--- config.mk ---
export PLATFORM = sky130hd
export DESIGN_NAME = webshooter_status_tx
export DESIGN_NICKNAME = d
export VERILOG_FILES = /design/src/rtl/webshooter_status_tx_pkg.sv /design/src/rtl/webshooter_frame_mux.sv /design/src/rtl/webshooter_status_tx.sv
export SDC_FILE = /design/constraint.sdc
export NUM_CORES = 1
export LEC_CHECK = 0
export BUFFER_PORTS_ARGS = -buffer_cell sky130_fd_sc_hd__buf_2
export CAP_MARGIN = 0
export CORE_MARGIN = 3
export CORE_UTILIZATION = 48
export CTS_BUF_LIST = sky130_fd_sc_hd__clkbuf_4 sky130_fd_sc_hd__clkbuf_8
export DETAILED_ROUTE_END_ITERATION = 10
export PLACE_DENSITY = 0.74
export SYNTH_ARGS = -nofsm -noshare
export SYNTH_HDL_FRONTEND = slang
export SYNTH_SLANG_ARGS = --single-unit
export TNS_END_PERCENT = 10
--- constraint.sdc ---
create_clock -name clk -period 2.41 [get_ports clk]
set_input_delay 0.6025 -clock clk [delete_from_list [all_inputs] [get_ports clk]]
set_output_delay 0.6025 -clock clk [all_outputs]
set_load 0.01 [all_outputs]
--- src/rtl/webshooter_status_tx_pkg.sv ---
// Shared definitions for the WebShooter status/telemetry transmitter.
// Frame byte indices, FSM encoding, snapshot layout and last-index
// selection. Macro WEBSHOOTER_TX_CHECKSUM_EN adds the XOR checksum byte.
package webshooter_status_tx_pkg;

   localparam logic [7:0] HEADER_BYTE = 8'hA5;

   localparam logic [2:0] IDX_HEADER   = 3'd0;
   localparam logic [2:0] IDX_CMD      = 3'd1;
   localparam logic [2:0] IDX_X        = 3'd2;
   localparam logic [2:0] IDX_Y        = 3'd3;
   localparam logic [2:0] IDX_Z        = 3'd4;
   localparam logic [2:0] IDX_TIME     = 3'd5;
   localparam logic [2:0] IDX_STATUS   = 3'd6;
   localparam logic [2:0] IDX_CHECKSUM = 3'd7;

`ifdef WEBSHOOTER_TX_CHECKSUM_EN
   localparam logic [2:0] LAST_IDX = IDX_CHECKSUM;
`else
   localparam logic [2:0] LAST_IDX = IDX_STATUS;
`endif

   typedef enum logic [1:0] {
      StIdle = 2'd0,
      StSend = 2'd1,
      StDone = 2'd2
   } txState_t;

   typedef struct packed {
      logic [3:0] targetSelect;
      logic [2:0] functionSelect;
      logic [7:0] xCoord;
      logic [7:0] yCoord;
      logic [7:0] zCoord;
      logic [7:0] timeCoord;
      logic       energyEmpty;
      logic [5:0] tracerCount;
   } snapshot_t;

   localparam int SNAP_W = $bits(snapshot_t);

endpackage

--- src/rtl/webshooter_frame_mux.sv ---
// Combinational frame byte selector: picks the snapshot byte for byteIndex.
// Ports: snapBits (packed snapshot), byteIndex, checksum, frameByte.
module webshooter_frame_mux
   import webshooter_status_tx_pkg::*;
(
   input  logic [SNAP_W-1:0] snapBits,
   input  logic [2:0]        byteIndex,
   input  logic [7:0]        checksum,
   output logic [7:0]        frameByte
);

   snapshot_t snap;

   assign snap = snapshot_t'(snapBits);

   always_comb begin
      frameByte = 8'h00;
      unique case (byteIndex)
         IDX_HEADER:   frameByte = HEADER_BYTE;
         IDX_CMD:      frameByte = {snap.targetSelect,
                                    snap.functionSelect, 1'b0};
         IDX_X:        frameByte = snap.xCoord;
         IDX_Y:        frameByte = snap.yCoord;
         IDX_Z:        frameByte = snap.zCoord;
         IDX_TIME:     frameByte = snap.timeCoord;
         IDX_STATUS:   frameByte = {snap.energyEmpty, 1'b0,
                                    snap.tracerCount};
         IDX_CHECKSUM: frameByte = checksum;
      endcase
   end

endmodule

--- src/rtl/webshooter_status_tx.sv ---
// Status frame transmitter: snapshots command/status fields on request
// and streams a fixed byte frame over TxValid/TxReady.
// Ports: clk, reset (async high), ReportReq, command/status inputs,
// TxData/TxValid/TxReady link, Busy, FrameDone.
// Optional macro: WEBSHOOTER_TX_CHECKSUM_EN (appends XOR checksum byte).
module webshooter_status_tx
   import webshooter_status_tx_pkg::*;
(
   input  logic       clk,
   input  logic       reset,
   input  logic       ReportReq,
   input  logic [3:0] TelemetryTargetSelect,
   input  logic [2:0] WebFunctionSelect,
   input  logic [7:0] XCoordinate,
   input  logic [7:0] YCoordinate,
   input  logic [7:0] ZCoordinate,
   input  logic [7:0] TimeCoordinate,
   input  logic [5:0] tracerCount,
   input  logic       energyEmpty,
   output logic [7:0] TxData,
   output logic       TxValid,
   input  logic       TxReady,
   output logic       Busy,
   output logic       FrameDone
);

   txState_t  state;
   txState_t  nextState;
   logic [2:0] byteIdx;
   logic       pending;
   snapshot_t  snap;
   snapshot_t  freshSnap;
   logic [7:0] muxByte;
   logic [7:0] csumByte;
   logic       handshake;
   logic       lastByte;
   logic       takeSnap;

   assign freshSnap.targetSelect   = TelemetryTargetSelect;
   assign freshSnap.functionSelect = WebFunctionSelect;
   assign freshSnap.xCoord         = XCoordinate;
   assign freshSnap.yCoord         = YCoordinate;
   assign freshSnap.zCoord         = ZCoordinate;
   assign freshSnap.timeCoord      = TimeCoordinate;
   assign freshSnap.energyEmpty    = energyEmpty;
   assign freshSnap.tracerCount    = tracerCount;

   assign handshake = (state == StSend) && TxReady;
   assign lastByte  = (byteIdx == LAST_IDX);

   // A request seen in DONE is served right away along with any
   // request merged into the pending flag during the frame.
   assign takeSnap = ((state == StIdle) && ReportReq) ||
                     ((state == StDone) && (pending || ReportReq));

   always_ff @(posedge clk or posedge reset) begin
      if (reset) state <= StIdle;
      else       state <= nextState;
   end

   always_comb begin
      nextState = state;
      unique case (state)
         StIdle: if (ReportReq) nextState = StSend;
         StSend: if (handshake && lastByte) nextState = StDone;
         StDone: nextState = (pending || ReportReq) ? StSend : StIdle;
         default: nextState = StIdle;
      endcase
   end

   always_comb begin
      TxValid   = 1'b0;
      TxData    = 8'h00;
      Busy      = 1'b0;
      FrameDone = 1'b0;
      unique case (state)
         StSend: begin
            TxValid = 1'b1;
            TxData  = muxByte;
            Busy    = 1'b1;
         end
         StDone: begin
            Busy      = 1'b1;
            FrameDone = 1'b1;
         end
         default: ;
      endcase
   end

   always_ff @(posedge clk or posedge reset) begin
      if (reset) begin
         byteIdx <= 3'd0;
         pending <= 1'b0;
         snap    <= '0;
      end else begin
         if (takeSnap) begin
            snap    <= freshSnap;
            byteIdx <= 3'd0;
         end else if (handshake) begin
            byteIdx <= lastByte ? 3'd0 : byteIdx + 3'd1;
         end
         if (state == StDone)
            pending <= 1'b0;
         else if ((state == StSend) && ReportReq)
            pending <= 1'b1;
      end
   end

`ifdef WEBSHOOTER_TX_CHECKSUM_EN
   logic [7:0] checksum;

   // Running XOR of the bytes already accepted; it is complete by the
   // time the index reaches the checksum slot.
   always_ff @(posedge clk or posedge reset) begin
      if (reset)
         checksum <= 8'h00;
      else if (takeSnap)
         checksum <= 8'h00;
      else if (handshake && !lastByte)
         checksum <= checksum ^ muxByte;
   end

   assign csumByte = checksum;
`else
   assign csumByte = 8'h00;
`endif

   webshooter_frame_mux uMux (
      .snapBits  (snap),
      .byteIndex (byteIdx),
      .checksum  (csumByte),
      .frameByte (muxByte)
   );

endmodule

# == Word level (Yosys, flattened, before mapping) ==
# Cells that the tools add are included.
# classes
magnitude_cmp,0
div,0
add_sub_neg,1
shift,0
mux,14
eq_ne,11
bitwise_logic,0
reduce_logical,13
mul,0
# ops
operator,n
case mux 8 bit (8 select lines),1
"== test 3 bit, second input constant",4
two-way mux 3 bit,3
two-way mux 8 bit,1
"== test 3 x 2 -> 1 bit, second input constant",2
two-way mux 1 bit,6
case mux 2 bit (3 select lines),1
logical AND 1 bit,5
two-way mux 2 bit,2
nonzero test 2 bit,2
"adder 3 x 1 -> 3 bit, second input constant",1
"== test 3 x 1 -> 1 bit, second input constant",1
logical NOT 3 bit,1
"== test 2 x 1 -> 1 bit, second input constant",1
"== test 2 bit, second input constant",1
logical NOT 2 bit,1
logical OR 1 bit,2
"inequality test 2 x 1 -> 1 bit, second input constant",1
"inequality test 2 bit, second input constant",1
AND reduction 2 bit,1
OR reduction 2 bit,1
# totals
latch_bits,0
register_bits,52
mem_bits_rw,0
wordCells,50
output_inout_bits,11
mem_count,0
romBits,0

# == Depth between registers and ports, before layout ==
# Gate-level depths: netlist of run 1.
# logic_depth
ltp_word,5
depth_mapped,8
mapped_depth_nobuf,6

# == By module ==
# A second synthesis of run 1 with hierarchy kept.
# hier_totals
cells_unflattened,207
area_unflattened_um2,2662.6
# by_module_without_submodules
mod,area_per_inst_um2,seq_area_each_um2,instances,cells_per_inst
webshooter_status_tx,2154.6,1301.2,1,146
webshooter_frame_mux,508.0,0.0,1,61

# == Worst setup path before layout of run 1 ==
# No wires, ideal clock.
# synth_timing
path_kind,flip-flop to output port
start,reg byteIdx[2]
end,out TxData[1]
slack_ns,0.189
stages_incl_launch_ff,9
arrival_time_ns,1.619
cell_sequence,dfrtp_1 -> buf_2 -> inv_1 -> ha_1 -> clkbuf_1 -> nor2_1 -> o21a_1 -> nand2b_4 -> a21oi_1
# synth_via
elab_chain_cells,3
# synth_lines
item,line,source
from (decl),webshooter_status_tx.sv:29,logic [2:0] byteIdx;
from (signal assigned),webshooter_status_tx.sv:100,byteIdx <= lastByte ? 3'd0 : byteIdx + 3'd1;
"== test 3 bit, or another cell as far along",webshooter_frame_mux.sv:18,unique case (byteIndex)
case mux 8 bit (8 select lines) (*),webshooter_frame_mux.sv:18,
two-way mux 8 bit (*),webshooter_status_tx.sv:76,unique case (state)
to (decl),webshooter_status_tx.sv:20,"output logic [7:0] TxData,"
# Every way passes the cells marked *; elsewhere a longest branch is shown, timed or not.

# == Worst setup path in the final report of run 1 ==
# layout_timing
start,reg byteIdx[0]
end,out TxData[6]
# The elaborated chain is that of the path after synthesis.

==> results_dict.tcl, run 1 <==
set metrics [dict create \
    outcome "completed" \
    p_clk_share_pct 15.8 \
    hp-class "in2async" \
    ios 61 \
    p_leak_uw 0.00148 \
    cp-end-kind "output pin" \
    synth_flop_cell "dfrtp_1" \
    antenna_found_initial 0 \
    grt_overflow 0 \
    drc 0 \
    clockBufferDepth 2 \
    drt-initial-drc-count 106 \
    path_class "reg2out" \
    routabilityCongestion 0.821 \
    async_flop_share_pct 100 \
    p_seq_share_pct 42.1 \
    synth_top_area_cell "dfrtp_1" \
    core.rowCount 26 \
    combPwrFrac_pct 42.1 \
    clk_latency_ps 300 \
    drv_cap 0 \
    start_util_pct 50.5 \
    maxSlewHeadroom_pct 65.9 \
    fin_crit_ps 2360 \
    synth_area_leaders "dfrtp_1 50%, mux2_2 18%, mux2_4 4.6%" \
    cts_buffers 5 \
    maxSlewViolCount 0 \
    rsz0062_at_grt "true" \
    ys_types 37 \
    finalHoldViolations 0 \
    ir_drop_mv 0.546 \
    clkTransAtPathRegs_ps 90 \
    syn_area_per_cell_um2 12.6 \
    synth_seq_area_share_pct 49.8 \
    synth_area_um2 2610 \
    place_ws_ps 176 \
    syn_to_final_growth_pct 26.5 \
    sw_frac_of_total_pct 32.7 \
    drt-pass1-iter-count 5 \
    fin_ws_ps 48.6 \
    path_max_fanout 7 \
    synth_commonest_cells "52 x dfrtp_1, 41 x mux2_2, 10 x a21oi_1, 10 x nor2_1, 8 x mux2_4" \
    viasPerCell 5.47 \
    grt_max_degree 50 \
    worst_pin_slew_ps 510 \
    arrival_ps 1760 \
    core_area_um2 5170 \
    ant_nets 0 \
    avgRoutedWirePerCell_um 16.6 \
    intPower_uw 2510 \
    wl_um 5820 \
    post_route_cells_drive_above_1_share_pct 57.1 \
    nFillCells 409 \
    vias 1913 \
    io_buffers 60 \
    placed_area_um2 2980 \
    startpoint_type "flop" \
    synth_most_common_cell "dfrtp_1" \
    syn_inst 207 \
    finalNonFillerCells 350 \
    syn-num-nets 264 \
    finalCritPeriodShare_pct 98.0 \
    synth_seq_cells 52 \
    grt_pass1_vias 1845 \
    grtUsageTotal_pct 18.5 \
    yosysWarnings 0 \
    synth_edf_count 0 \
    switching_power_uw 1220 \
    dp.cells 329 \
    netlist.area_leader.share_pct 49.8 \
    final_area_um2 3310 \
    dieArea_um2 6370 \
    grt_pass1_wl_um 9030 \
    skew_ps 8.45 \
    root_buffer "clkbuf_8" \
    hold_buffers 0 \
    setup_viol 0 \
    cts.sinks 52 \
    n_antenna_cell 0 \
    die_h_um 79.8 \
    dp_hpwl_um 3850 \
    cts_max_level 2 \
    required_ps 1810 \
    fp.dieW_um 79.8 \
    power_density_nw_per_um2 1130 \
    tritoncts "built" \
    final_nets 336 \
    max_freq_ghz 0.423 \
]
[final cells by class]
type / count / area (um^2) / share of cell area [%]
sequential: 52 / 1300 / 39.4
multi-input combinational: 138 / 1280 / 38.7
timing repair buffer: 78 / 509 / 15.4
tap: 70 / 87.6 / 2.65
clock buffer: 5 / 68.8 / 2.08
clock inverter: 3 / 42.5 / 1.29
inverter: 4 / 15.0 / 0.454
[critical path, cell delays in order, from the launching register on]
cell and delay, ps:
dfrtp_1 410, buf_8 140, buf_4 150, mux2i_1 130, o21ai_0 180, nand2b_1 120, a21oi_2 180, buf_2 150
[registers in the layout, summed over array words and instances (netlist names)]
| signal | flops |
|---|---|
| snap | 46 |
| byteIdx | 3 |
| state | 2 |
| pending | 1 |
[power groups by stage]
stage	registers [uW]	clock network (uW)	logic, uW
5_1_grt	1620	644	1710
3_3_place_gp	1550	0	1410
6_report	1570	589	1570
3_5_place_dp	1570	0	1450
4_1_cts	1550	603	1490
2_1_floorplan	1470	0	1190
[cell usage in the layout (no fill, tap or decap), types with 2 or more instances in the layout]
cell type | synthesis | routed
nor2_1 | 10 | 9
buf_8 | 0 | 2
a21oi_1 | 10 | 8
dfrtp_1 | 52 | 51
o21ai_0 | 4 | 3
mux2_4 | 8 | 8
nor2b_1 | 5 | 3
clkbuf_8 | 0 | 5
buf_12 | 0 | 3
inv_2 | 0 | 2
inv_1 | 4 | 2
a21oi_2 | 0 | 2
a32oi_1 | 2 | 2
mux2i_1 | 7 | 6
a22oi_2 | 0 | 3
o21ai_1 | 2 | 2
buf_2 | 6 | 60
nand3_1 | 2 | 2
a22oi_1 | 6 | 3
ha_1 | 7 | 5
buf_4 | 3 | 11
nor3_1 | 3 | 2
nor2_4 | 0 | 2
o31a_1 | 4 | 4
mux2_2 | 41 | 42
nand2b_1 | 3 | 2
nand2_1 | 6 | 6
nand3b_1 | 2 | 2
nor2b_2 | 0 | 2
[per-layer routing]
metal  global-route usage, %  routed length, um  vias to the layer above
met2                    28.0               2800                       76
met4                    3.55                 62                        0
met5                       0                  0                        -
met3                    4.18                389                        7
met1                    27.4               2570                      940
li1                        -                  -                      890
[stage by stage]
step	setup TNS, ps	hold WS (ps)	total power, uW	utilization (%)
finish	0	322	3730	63.9
global route	-64.9	342	3980	63.9
CTS	0	322	3650	60.7
global placement	0	488	2970	57.6
detailed placement	0	492	3020	57.6
floorplan	0	473	2660	-
[timing repair]
action / 4_1_cts / 5_1_grt
gates resized for setup: 8 / 24
pin swaps: 0 / 9
cloned: 0 / 1
buffers inserted: 3 / 10
endpoints found under the setup margin: 8 / 8
[cell families after synthesis]
logic type,Yosys count,synth area share (%)
adder cells (fa/ha/maj),7,3.35
multiplexers,58,25.8
buffers and inverters,17,4.02
AO/OA/AOI/OAI,36,9.29
AND/OR/NAND/NOR,37,7.75
flip-flops,52,49.8
[final timing paths]
path                                        startpoint                endpoint  slack [ps]  depth (start not counted)
min in group clk                  snap[10]$_DFFE_PP0N_    snap[10]$_DFFE_PP0N_         510                          1
worst max-delay path            byteIdx[0]$_DFFE_PP0P_               TxData[6]          50                          7
worst min-delay path                             reset    snap[15]$_DFFE_PP0N_         320                          2
worst min register to register    snap[10]$_DFFE_PP0N_    snap[10]$_DFFE_PP0N_         510                          1
max in group asynchronous                        reset  byteIdx[1]$_DFFE_PP0P_        1560                          3
worst max register to register    state[0]$_DFFE_PP0P_    snap[28]$_DFFE_PP0N_         620                          6
(Power assumes the default switching activity.)
==> run 2: changes to the inputs <==
Clock period 2.41 ns to 3.05 ns, I/O delays scaled along.
==> results_dict.tcl, run 2 (synthesis results as in run 1) <==
set metrics [dict create \
    outcome "completed" \
    finalCritPeriodShare_pct 89.0 \
    drc 0 \
    cts.sinks 52 \
    grtUsageMet1_pct 25.5 \
    ir_drop_mv 0.543 \
    wl_um 5450 \
    tritoncts "built" \
    setup_viol 0 \
    largest_register "snap" \
    path_cells "inv_1 > ha_1 > nor2_1 > o21a_1 > o31a_1 > buf_2" \
    drt-initial-drc-count 130 \
    skew_ps 5.31 \
    cts_setup_buffers 0 \
    die_h_um 79.8 \
    avgRoutedWirePerCell_um 16.1 \
    path_class "reg2out" \
    worst-path-buf-inv 2 \
    cts_buffers 5 \
    grt-busiest-layer "met2" \
    fp.dieW_um 79.8 \
    clockBufferDepth 2 \
    max_freq_ghz 0.369 \
    io_buffers 60 \
    dp_hpwl_um 4010 \
    n_antenna_cell 0 \
    grt_pass1_vias 1809 \
    rr_endpoint "snap[23]$_DFFE_PP0N_" \
    cp-end-kind "output pin" \
    viasPerCell 5.36 \
    core.rowCount 26 \
    grt_use_met3_pct 3.95 \
    maxSlewViolCount 0 \
    start_util_pct 50.5 \
    reg.largest.list "snap x46, byteIdx x3, state x2" \
    post_route_cells_drive_above_1_share_pct 48.1 \
    syn_to_final_growth_pct 17.5 \
    dieArea_um2 6370 \
    power.total_uw 2770 \
    ant_nets 0 \
    ios 61 \
    drv_cap 0 \
    finalHoldViolations 0 \
    hp-class "in2async" \
    core_area_um2 5170 \
    critPathSlowestCell "ha_1" \
    cts_resized 0 \
    maxSlewHeadroom_pct 69.5 \
    ff2ff_path_depth 6 \
    largest_register_ff_count 46 \
    worst_r2r_startpoint "state[0]$_DFFE_PP0P_" \
    grtUsageTotal_pct 18.3 \
    drt-pass1-iter-count 4 \
    antenna_found_initial 0 \
    routabilityCongestion 0.818 \
    worst_pin_slew_ps 456 \
    reg2reg_slack_ps 930 \
    clk_latency_ps 300 \
    crit_family "compound AO/OA/AOI/OAI gates" \
    rsz0062_at_grt "false" \
    cts_max_level 2 \
    fin_crit_ps 2710 \
    grt_max_degree 52 \
    hold_buffers 0 \
    final_nets 324 \
    arrival_ps 1950 \
    p_leak_uw 0.00138 \
    grt_pass1_wl_um 8950 \
    slowest_delay_ps 390 \
    startpoint_type "flop" \
    vias 1813 \
    power_density_nw_per_um2 903 \
    clkTransAtPathRegs_ps 90 \
    finalSetupTns_ps 0 \
    required_ps 2290 \
    layout_commonest_cell "buf_2" \
    root_buffer "clkbuf_8" \
    path_max_fanout 9 \
    use_met2_pct 27.9 \
    grt_overflow 0 \
    final_cell_mix "60 x buf_2, 52 x dfrtp_1, 41 x mux2_2" \
]
[run 2: cell types whose count changed in the layout (fill, tap and decap cells not counted), sizes merged]
cell | previous run | this run
bufinv | 1 | 0
clkbuf | 6 | 7
buf | 77 | 66
clkinv | 1 | 0
[run 2: worst register-to-register path: cells and delay by family (launching register included)]
family                     cells  cell delay, ps
and+or+nand+nor                2             490
buffers and inverters          2             490
DFF                            1             420
muxes                          1             380
adders and majority gates      1             230
[run 2: per-layer routing]
| metal | routed length (um) | share of wire (%) | vias up |
|---|---|---|---|
| met1 | 2580 | 47 | 886 |
| met5 | 0 | 0 | - |
| li1 | - | - | 867 |
| met2 | 2450 | 45 | 50 |
| met3 | 297 | 5.4 | 10 |
| met4 | 118 | 2.2 | 0 |
[run 2: per-stage QoR]
step | instances | instance area (um^2) | utilization (%) | hold slack [ps] | setup slack (ps)
after global placement | 330 | 2970 | 57.5 | 487 | 733
final | 338 | 3070 | 59.4 | 295 | 337
after detailed placement | 330 | 2970 | 57.5 | 497 | 681
after global routing | 338 | 3070 | 59.4 | 284 | 204
after CTS | 338 | 3070 | 59.4 | 288 | 341
after floorplan | 207 | 2610 | - | 473 | 669
[run 2: power by group]
group / internal (uW) / switching (uW) / leakage (uW) / total, uW
sequential: 1030 / 199 / 0.000618 / 1230
clock: 194 / 220 / 0.0000479 / 413
combinational: 636 / 495 / 0.000717 / 1130
[run 2: cell type report]
| class | count | area [um^2] |
|---|---|---|
| fill | 428 | 2100 |
| sequential | 52 | 1300 |
| multi-input combinational | 138 | 1210 |
| timing repair buffer | 66 | 358 |
| clock buffer | 7 | 90.1 |
| tap | 70 | 87.6 |
| inverter | 4 | 15.0 |
| clock inverter | 1 | 7.51 |
[run 2: worst max path at each step]
stage / from / cells past startpoint / to / slack, ps
global placement: byteIdx[2]$_DFFE_PP0P_ / 6 / TxData[0] / 730
floorplan: byteIdx[2]$_DFFE_PP0P_ / 8 / TxData[1] / 670
CTS: byteIdx[2]$_DFFE_PP0P_ / 6 / TxData[0] / 340
finish: byteIdx[2]$_DFFE_PP0P_ / 6 / TxData[0] / 340
detailed placement: byteIdx[1]$_DFFE_PP0P_ / 6 / TxData[0] / 680
global route: byteIdx[2]$_DFFE_PP0P_ / 6 / TxData[0] / 200
==> run 3: changes to the inputs <==
Settings changed: HOLD_SLACK_MARGIN from default to 0.06.
Clock period 3.05 ns to 2.6 ns, I/O delays scaled along.
==> results_dict.tcl, run 3 (synthesis results as in run 1) <==
set metrics [dict create \
    grtUsageTotal_pct 19.0 \
    clkTransAtPathRegs_ps 100 \
    multi_input_area_um2 1240 \
    startpoint_type "flop" \
    reg.largest.list "snap x46, byteIdx x3, state x2" \
    routabilityCongestion 0.834 \
    rsz0062_at_grt "false" \
    clk_latency_ps 310 \
    grtUsageMet1_pct 27.6 \
    power.total_uw 3270 \
    final_nets 324 \
    drv_cap 0 \
    core.rowCount 26 \
    grt_pass1_vias 1800 \
    drc 0 \
    max_freq_ghz 0.405 \
    slowest_delay_ps 450 \
    dp_hpwl_um 3920 \
    finalCritPeriodShare_pct 95.0 \
    critPathSlowestCell "dfrtp_2" \
    finalSetupTns_ps 0 \
    outcome "completed" \
    nFillCells 440 \
    path_class "reg2out" \
    cts_max_level 2 \
    p_seq_share_pct 44.3 \
    grt-busiest-layer "met1" \
    whs_ps 382 \
    hp-class "in2async" \
    skew_ps 10.8 \
    ir_drop_mv 0.467 \
    intPower_uw 2180 \
    dieArea_um2 6370 \
    clockBufferDepth 2 \
    cp-end-kind "output pin" \
    combPwrFrac_pct 41.7 \
    start_util_pct 50.5 \
    register_area_um2 1300 \
    ant_nets 0 \
    finalHoldViolations 0 \
    maxSlewViolCount 0 \
    p_leak_uw 0.00138 \
    dp.cells 330 \
    syn_to_final_growth_pct 19.1 \
    antenna_found_initial 0 \
    n_antenna_cell 0 \
    viasPerCell 5.24 \
    cts.sinks 52 \
    cp-startpoint "byteIdx[0]$_DFFE_PP0P_" \
    final_cell_mix "60 x buf_2, 51 x dfrtp_1, 41 x mux2_2" \
    drt-pass1-iter-count 4 \
    worst_pin_slew_ps 570 \
    power_density_nw_per_um2 1050 \
    fin_util_pct 60.2 \
    grt_max_degree 50 \
    ios 61 \
    switching_power_uw 1090 \
    hold_buffers 0 \
    io_buffers 60 \
    setup_viol 0 \
    post_route_cells_drive_above_1_share_pct 51.1 \
    grt_use_met3_pct 4.97 \
    root_buffer "clkbuf_8" \
    required_ps 1950 \
    path_cells "buf_6 > nor2b_2 > a32o_1 > o31a_1 > buf_2" \
    grt_overflow 0 \
    cts_buffers 5 \
    largest_register "snap" \
    largest_register_ff_count 46 \
    fin_crit_ps 2470 \
    fp.dieW_um 79.8 \
    vias 1771 \
    maxSlewHeadroom_pct 62.0 \
    arrival_ps 1820 \
    wl_um 5380 \
    sw_frac_of_total_pct 33.4 \
    layout_commonest_cell "buf_2" \
    p_clk_share_pct 14.0 \
    path_max_fanout 9 \
    tritoncts "built" \
    worst_r2r_startpoint "state[0]$_DFFE_PP0P_" \
    core_area_um2 5170 \
    finalNonFillerCells 338 \
    avgRoutedWirePerCell_um 15.9 \
    grt_pass1_wl_um 9070 \
    use_met2_pct 27.5 \
    drt-initial-drc-count 159 \
    die_h_um 79.8 \
]
-- run 3: through the flow --
stage	setup slack [ps]	area, um^2
after floorplan	331	2610
after global placement	316	2990
after detailed placement	262	2990
after CTS	25.6	3090
after global routing	14.6	3110
final	129	3110
-- run 3: routing by layer --
metal  part of all wire, %  up-vias
li1                      -      861
met5                     0        -
met2                    46       49
met4                   1.8        0
met3                   6.4        6
met1                    45      855
-- run 3: area by class of cell --
cell class	instances	share of cell area (%)
clock inverter	3	0.763
inverter	4	0.482
multi-input combinational	138	39.9
timing repair buffer	66	12.0
tap	70	2.81
clock buffer	5	2.21
sequential	52	41.8
-- run 3: power groups by stage --
stage | logic, uW | clock network [uW] | registers (uW)
5_1_grt | 1490 | 513 | 1500
2_1_floorplan | 1100 | 0 | 1370
3_3_place_gp | 1320 | 0 | 1440
4_1_cts | 1360 | 477 | 1440
3_5_place_dp | 1350 | 0 | 1450
6_report | 1360 | 459 | 1450
-- run 3: path summary, 6_finish.rpt --
| check | to | slack (ps) | cells past startpoint |
|---|---|---|---|
| setup / recovery | TxData[0] | 130 | 5 |
| max in group asynchronous | snap[22]$_DFFE_PP0N_ | 1670 | 3 |
| hold reg to reg | snap[43]$_DFFE_PP0N_ | 510 | 1 |
| min in group clk | snap[43]$_DFFE_PP0N_ | 510 | 1 |
| hold / removal | snap[9]$_DFFE_PP0N_ | 380 | 2 |
| setup reg to reg | snap[30]$_DFFE_PP0N_ | 830 | 6 |
-- run 3: critical path, delay by kind of cell, from the launching register on --
kind | cells | cell delay (ps)
AOI/OAI and AO/OA | 2 | 570
and+or+nand+nor | 1 | 200
buffers and inverters | 2 | 300
DFF | 1 | 450
-- run 3: what timing repair did --
action	in CTS	in global routing
endpoints found under the setup margin	8	8
gates resized for setup	2	8
setup buffers	0	0
